File: config.mk
export PLATFORM = sky130hd
export DESIGN_NAME = uart_buffered_controller
export DESIGN_NICKNAME = d
export VERILOG_FILES = /design/src/rtl/uart_buffered_controller.sv
export SDC_FILE = /design/constraint.sdc
export NUM_CORES = 1
export LEC_CHECK = 0
export CAP_MARGIN = 20
export CELL_PAD_IN_SITES_DETAIL_PLACEMENT = 1
export CELL_PAD_IN_SITES_GLOBAL_PLACEMENT = 2
export CORE_MARGIN = 1.5
export CORE_UTILIZATION = 51
export DETAILED_ROUTE_END_ITERATION = 12
export DONT_BUFFER_PORTS = 1
export PLACE_DENSITY = 0.8
export SYNTH_ARGS = -nofsm -noshare
export SYNTH_HDL_FRONTEND = slang
export SYNTH_SLANG_ARGS = --single-unit
File: constraint.sdc
create_clock -name clk -period 5.7 [get_ports clk]
set_input_delay 1.14 -clock clk [delete_from_list [all_inputs] [get_ports clk]]
set_output_delay 1.14 -clock clk [all_outputs]
set_load 0.01 [all_outputs]
File: src/rtl/uart_buffered_controller.sv
// Byte FIFOs between a UART receiver/transmitter pair and a core-side handshake interface.
// Optional: define UART_CONTROLLER_LOST_STICKY_EN to make the RX overflow flag sticky until reset.
module uart_buffered_controller #(
  parameter int ADDR_W = 3
) (
  input  logic              clk,
  input  logic              reset,
  output logic              recv_reset,
  input  logic [7:0]        recv_data,
  input  logic              recv_ok,
  output logic              trans_reset,
  output logic [7:0]        trans_data,
  output logic              trans_ok,
  input  logic              trans_busy,
  input  logic [7:0]        uart_in_data,
  input  logic              uart_in_valid,
  output logic              uart_in_ready,
  input  logic              uart_out_valid,
  output logic [7:0]        uart_out_data,
  output logic              uart_out_ready,
  output logic [ADDR_W-1:0] in_buffer_length,
  output logic [ADDR_W-1:0] out_buffer_length,
  output logic              lost
);

  localparam int              DEPTH    = 2**ADDR_W;
  localparam logic [ADDR_W-1:0] FULL_LVL = ADDR_W'(DEPTH - 1);
  localparam logic [ADDR_W-1:0] PTR_ONE  = ADDR_W'(1);

  // Index 0 is the RX FIFO, index 1 the TX FIFO.
  logic              w_push  [2];
  logic              w_pop   [2];
  logic              w_full  [2];
  logic              w_empty [2];
  logic [7:0]        w_din   [2];
  logic [7:0]        w_head  [2];
  logic [ADDR_W-1:0] w_level [2];
  logic              w_drop;

  logic              r_recv_reset;
  logic              r_trans_reset;
  logic [7:0]        r_trans_data;
  logic              r_trans_ok;
  logic              r_uart_in_ready;
  logic [7:0]        r_uart_out_data;
  logic              r_uart_out_ready;
  logic              r_lost;

  genvar gi;
  generate
    for (gi = 0; gi < 2; gi++) begin : g_fifo
      logic [7:0]        r_mem [DEPTH];
      logic [ADDR_W-1:0] r_wr;
      logic [ADDR_W-1:0] r_rd;

      always_ff @(posedge clk) begin
        if (w_push[gi]) r_mem[r_wr] <= w_din[gi];
      end

      always_ff @(posedge clk) begin
        if (reset) begin
          r_wr <= '0;
          r_rd <= '0;
        end else begin
          if (w_push[gi]) r_wr <= r_wr + PTR_ONE;
          if (w_pop[gi])  r_rd <= r_rd + PTR_ONE;
        end
      end

      // One slot stays unused so the pointer difference alone gives occupancy.
      assign w_level[gi] = r_wr - r_rd;
      assign w_full[gi]  = (w_level[gi] == FULL_LVL);
      assign w_empty[gi] = (w_level[gi] == '0);
      assign w_head[gi]  = r_mem[r_rd];
    end
  endgenerate

  assign w_din[0]  = recv_data;
  assign w_push[0] = recv_ok & ~w_full[0];
  assign w_pop[0]  = uart_out_valid & ~r_uart_out_ready & ~w_empty[0];
  assign w_drop    = recv_ok & w_full[0];

  assign w_din[1]  = uart_in_data;
  assign w_push[1] = uart_in_valid & ~r_uart_in_ready & ~w_full[1];
  assign w_pop[1]  = ~trans_busy & ~r_trans_ok & ~w_empty[1];

  always_ff @(posedge clk) begin
    r_recv_reset  <= reset;
    r_trans_reset <= reset;
    if (reset) begin
      r_trans_data     <= '0;
      r_trans_ok       <= 1'b0;
      r_uart_in_ready  <= 1'b0;
      r_uart_out_data  <= '0;
      r_uart_out_ready <= 1'b0;
      r_lost           <= 1'b0;
    end else begin
      r_uart_out_ready <= w_pop[0];
      if (w_pop[0]) r_uart_out_data <= w_head[0];
      r_uart_in_ready  <= w_push[1];
      r_trans_ok       <= w_pop[1];
      if (w_pop[1]) r_trans_data <= w_head[1];
`ifdef UART_CONTROLLER_LOST_STICKY_EN
      r_lost <= r_lost | w_drop;
`else
      r_lost <= w_drop;
`endif
    end
  end

  assign recv_reset        = r_recv_reset;
  assign trans_reset       = r_trans_reset;
  assign trans_data        = r_trans_data;
  assign trans_ok          = r_trans_ok;
  assign uart_in_ready     = r_uart_in_ready;
  assign uart_out_data     = r_uart_out_data;
  assign uart_out_ready    = r_uart_out_ready;
  assign in_buffer_length  = w_level[1];
  assign out_buffer_length = w_level[0];
  assign lost              = r_lost;

endmodule

==> impl_metrics.yaml <==
placed_design:
  port_buffers: 0
  placed_cells_incl_taps: 515
  dp_hpwl_mm: 7.82
  gp_congestion: 0.732
setup_path:
  path_cells: "fa_1, xor3_2, a21oi_1, nand2_1, nor2_1"
  worstPathMaxFanout: 19
  cp_top_family: "flip-flops"
  slowest_delay_ns: 0.96
  required_ns: 5.75
  r2r-start: "g_fifo[1].r_rd[1]"
  critPathKind: "reg2reg"
  worstPathArrival_ns: 3.35
  worstSetupEndpointType: "register"
  crit_buf_inv: 0
  start_kind: "register"
  cp_slowest_cell: "dfxtp_1"
  worstSetupStartpoint: "g_fifo[1].r_rd[1]"
global_route:
  grt_max_degree: 34
  grt_overflow: 0
  antenna_found_initial: 0
  grt_pass1_vias: 3301
  grt_pass1_wl_mm: 19.0
  track_usage: 0.205
floorplan:
  initial_core_util: 0.528
  die_x_um: 115
  die_area_sq_mm: 0.0133
  coreArea_sq_mm: 0.0122
  ioPinCount: 50
  die_h_um: 115
  num_rows: 40
yosys:
  ys_ff_latch: 161
  synth_area_per_cell_sq_um: 17.9
  synth-xor-area-share: 0.0160
  syn_area_sq_mm: 0.00642
  synth_ff_type: "edfxtp_1"
  synth_fa_ha_area_frac: 0.0179
  synth_top_family_by_area: "multiplexers"
  ys_seq_area_frac: 0.701
  ys_async_sr_fraction: 0
  synth_compound_area_frac: 0.0491
  synth-edff-count: 128
  synthMuxAreaShare: 0.139
  ys_warn_count: 0
  synth.distinct_cells: 33
  syn_inst: 358
  synth_nets: 388
  synthSimpleGateAreaFrac: 0.0483
cts:
  cts_tree: "done"
  cts_hold_buf: 0
  insertion_delay_ns: 0.42
  post_cts_buffers: 0
  clock-sinks: 161
  cts_buffer_depth: 2
  cts_buffers: 17
  clkTransAtPathRegs_ns: 0.06
  cts.root.buffer_cell: "clkbuf_16"
  cts_resized: 0
  cts_max_level: 4
sta:
  tns_ns: 0
  report.final.slew_viol_count: 0
  period_share: 0.579
  fin_skew_ns: 0.00936
  rsz0062_at_grt: "false"
  finalCriticalPeriod_ns: 3.30
  tightest_slew_ns: 0.980
  hold_violations: 0
  slew_headroom: 0.345
  finalSetupViolCount: 0
  max_freq_mhz: 303
pwr:
  intPower_uw: 2320
  power_frac_comb: 0.182
  power_leakage_uw: 0.00229
  p_per_area_mw_per_mm2: 447
  fin_total_pwr_uw: 3200
  p_switching_uw: 884
  vdd_drop_max_uv: 263
  power_frac_seq: 0.456
  p_sw_frac: 0.276
  clkPwrFrac: 0.362
drt:
  drc: 0
  ant_nets: 0
  firstDrtPassIters: 5
  wl_per_cell_um: 22.5
  routed_wirelength_mm: 12.3
  vias: 3116
  drt_iter0_drc: 151
  viasPerCell: 5.69
finish:
  multi_input_area_sq_mm: 0.00173
  layout-drive-gt1-share: 0.250
  final-seq-area_sq_mm: 0.00450
  nets: 397
  num_antenna_cells: 0
  final_cells: 548
  syn2layout_area_growth_pct: 11.7
  nFillCells: 1060
flow_run:
  cap_violations: 0
run_status:
  run_status: "finished clean"
worst_hold_path:
  hp-class: "reg2reg"
  hp-start: "g_fifo[0].r_wr[0]"
## final timing paths
| path | end | slack (ns) | cells past startpoint |
|---|---|---|---|
| setup / recovery | g_fifo[1].r_mem[7][4] | 2.40 | 5 |
| hold / removal | g_fifo[0].r_wr[0] | 0.49 | 2 |
| setup reg to reg | g_fifo[1].r_mem[7][4] | 2.40 | 5 |
| hold reg to reg | g_fifo[0].r_wr[0] | 0.49 | 2 |
## synthesized netlist by cell type, types with 3 or more instances
library cell | count | area share
a211oi_2 | 16 | 0.031
a21oi_1 | 7 | 0.0055
buf_4 | 5 | 0.0058
buf_6 | 5 | 0.0088
clkbuf_1 | 8 | 0.0047
dfxtp_1 | 33 | 0.10
edfxtp_1 | 128 | 0.60
ha_1 | 6 | 0.012
inv_1 | 9 | 0.0053
mux2i_1 | 17 | 0.026
mux4_2 | 32 | 0.11
nand2_1 | 14 | 0.0082
nand3_1 | 3 | 0.0023
nor2_1 | 34 | 0.020
nor3_1 | 6 | 0.0047
nor4_1 | 3 | 0.0029
xnor2_1 | 6 | 0.0082
## per-layer routing
metal	vias to the layer above	global-route usage	part of all wire
li1	1409	-	-
met1	1606	0.294	0.46
met2	83	0.297	0.46
met3	18	0.0554	0.055
met4	0	0.0938	0.021
met5	-	0	0
## layout make-up
cell class | instances | share of cell area
Inverter | 9 | 0.00471
Multi-Input combinational cell | 167 | 0.242
Timing Repair Buffer | 11 | 0.0108
Sequential cell | 161 | 0.628
Clock buffer | 18 | 0.0599
Tap cell | 168 | 0.0293
Clock inverter | 14 | 0.0251
## state kept, by name, indices dropped and copies added (netlist names)
signal and flops:
g_fifo.r_mem 128, trans_data 8, uart_out_data 8, g_fifo.r_rd 6, g_fifo.r_wr 6, lost 1
trans_ok 1, trans_reset 1, uart_in_ready 1, uart_out_ready 1
## logic make-up (layout without fill, tap and decap cells)
group	after synthesis	count (layout)
simple gates	68	68
compound gates	34	34
fa+ha+maj	8	8
flops	161	161
buf+inv	30	52
mux	49	49
xor+xnor	8	8
## through the flow
step | utilization | setup WS, ns | hold WS, ns | area, sq um
after global placement | 0.539 | 2.13 | 0.461 | 6550
after CTS | 0.589 | 2.14 | 0.493 | 7160
after global routing | 0.590 | 2.15 | 0.531 | 7170
final | 0.590 | 2.40 | 0.493 | 7170
after detailed placement | 0.539 | 2.16 | 0.488 | 6560
after floorplan | - | 2.70 | 0.454 | 6420
## tightest hold or removal path: stages, from the launching register on
cell and delay (ns):
dfxtp_1 0.33, nand2_1 0.06, a21oi_1 0.06
## placed cells by master, fill, tap and decap left out, types with 3 or more instances in the layout
master / n
clkinv_4: 3
mux4_2: 32
a21oi_1: 7
bufinv_16: 3
a211oi_2: 16
ha_1: 6
xnor2_1: 6
edfxtp_1: 128
nor4_1: 3
inv_6: 3
clkinvlp_4: 5
clkbuf_16: 17
buf_4: 9
nand2_1: 14
mux2i_1: 17
nand3_1: 3
nor2_1: 34
nor3_1: 6
inv_1: 9
dfxtp_1: 33
## power groups by stage
stage	Sequential [uW]	Clock, uW	Combinational [uW]
floorplan	1450	0	534
global placement	1480	0	570
detailed placement	1490	0	587
CTS	1460	1180	594
global route	1480	1220	646
finish	1460	1160	582
(Power assumes the default switching activity.)
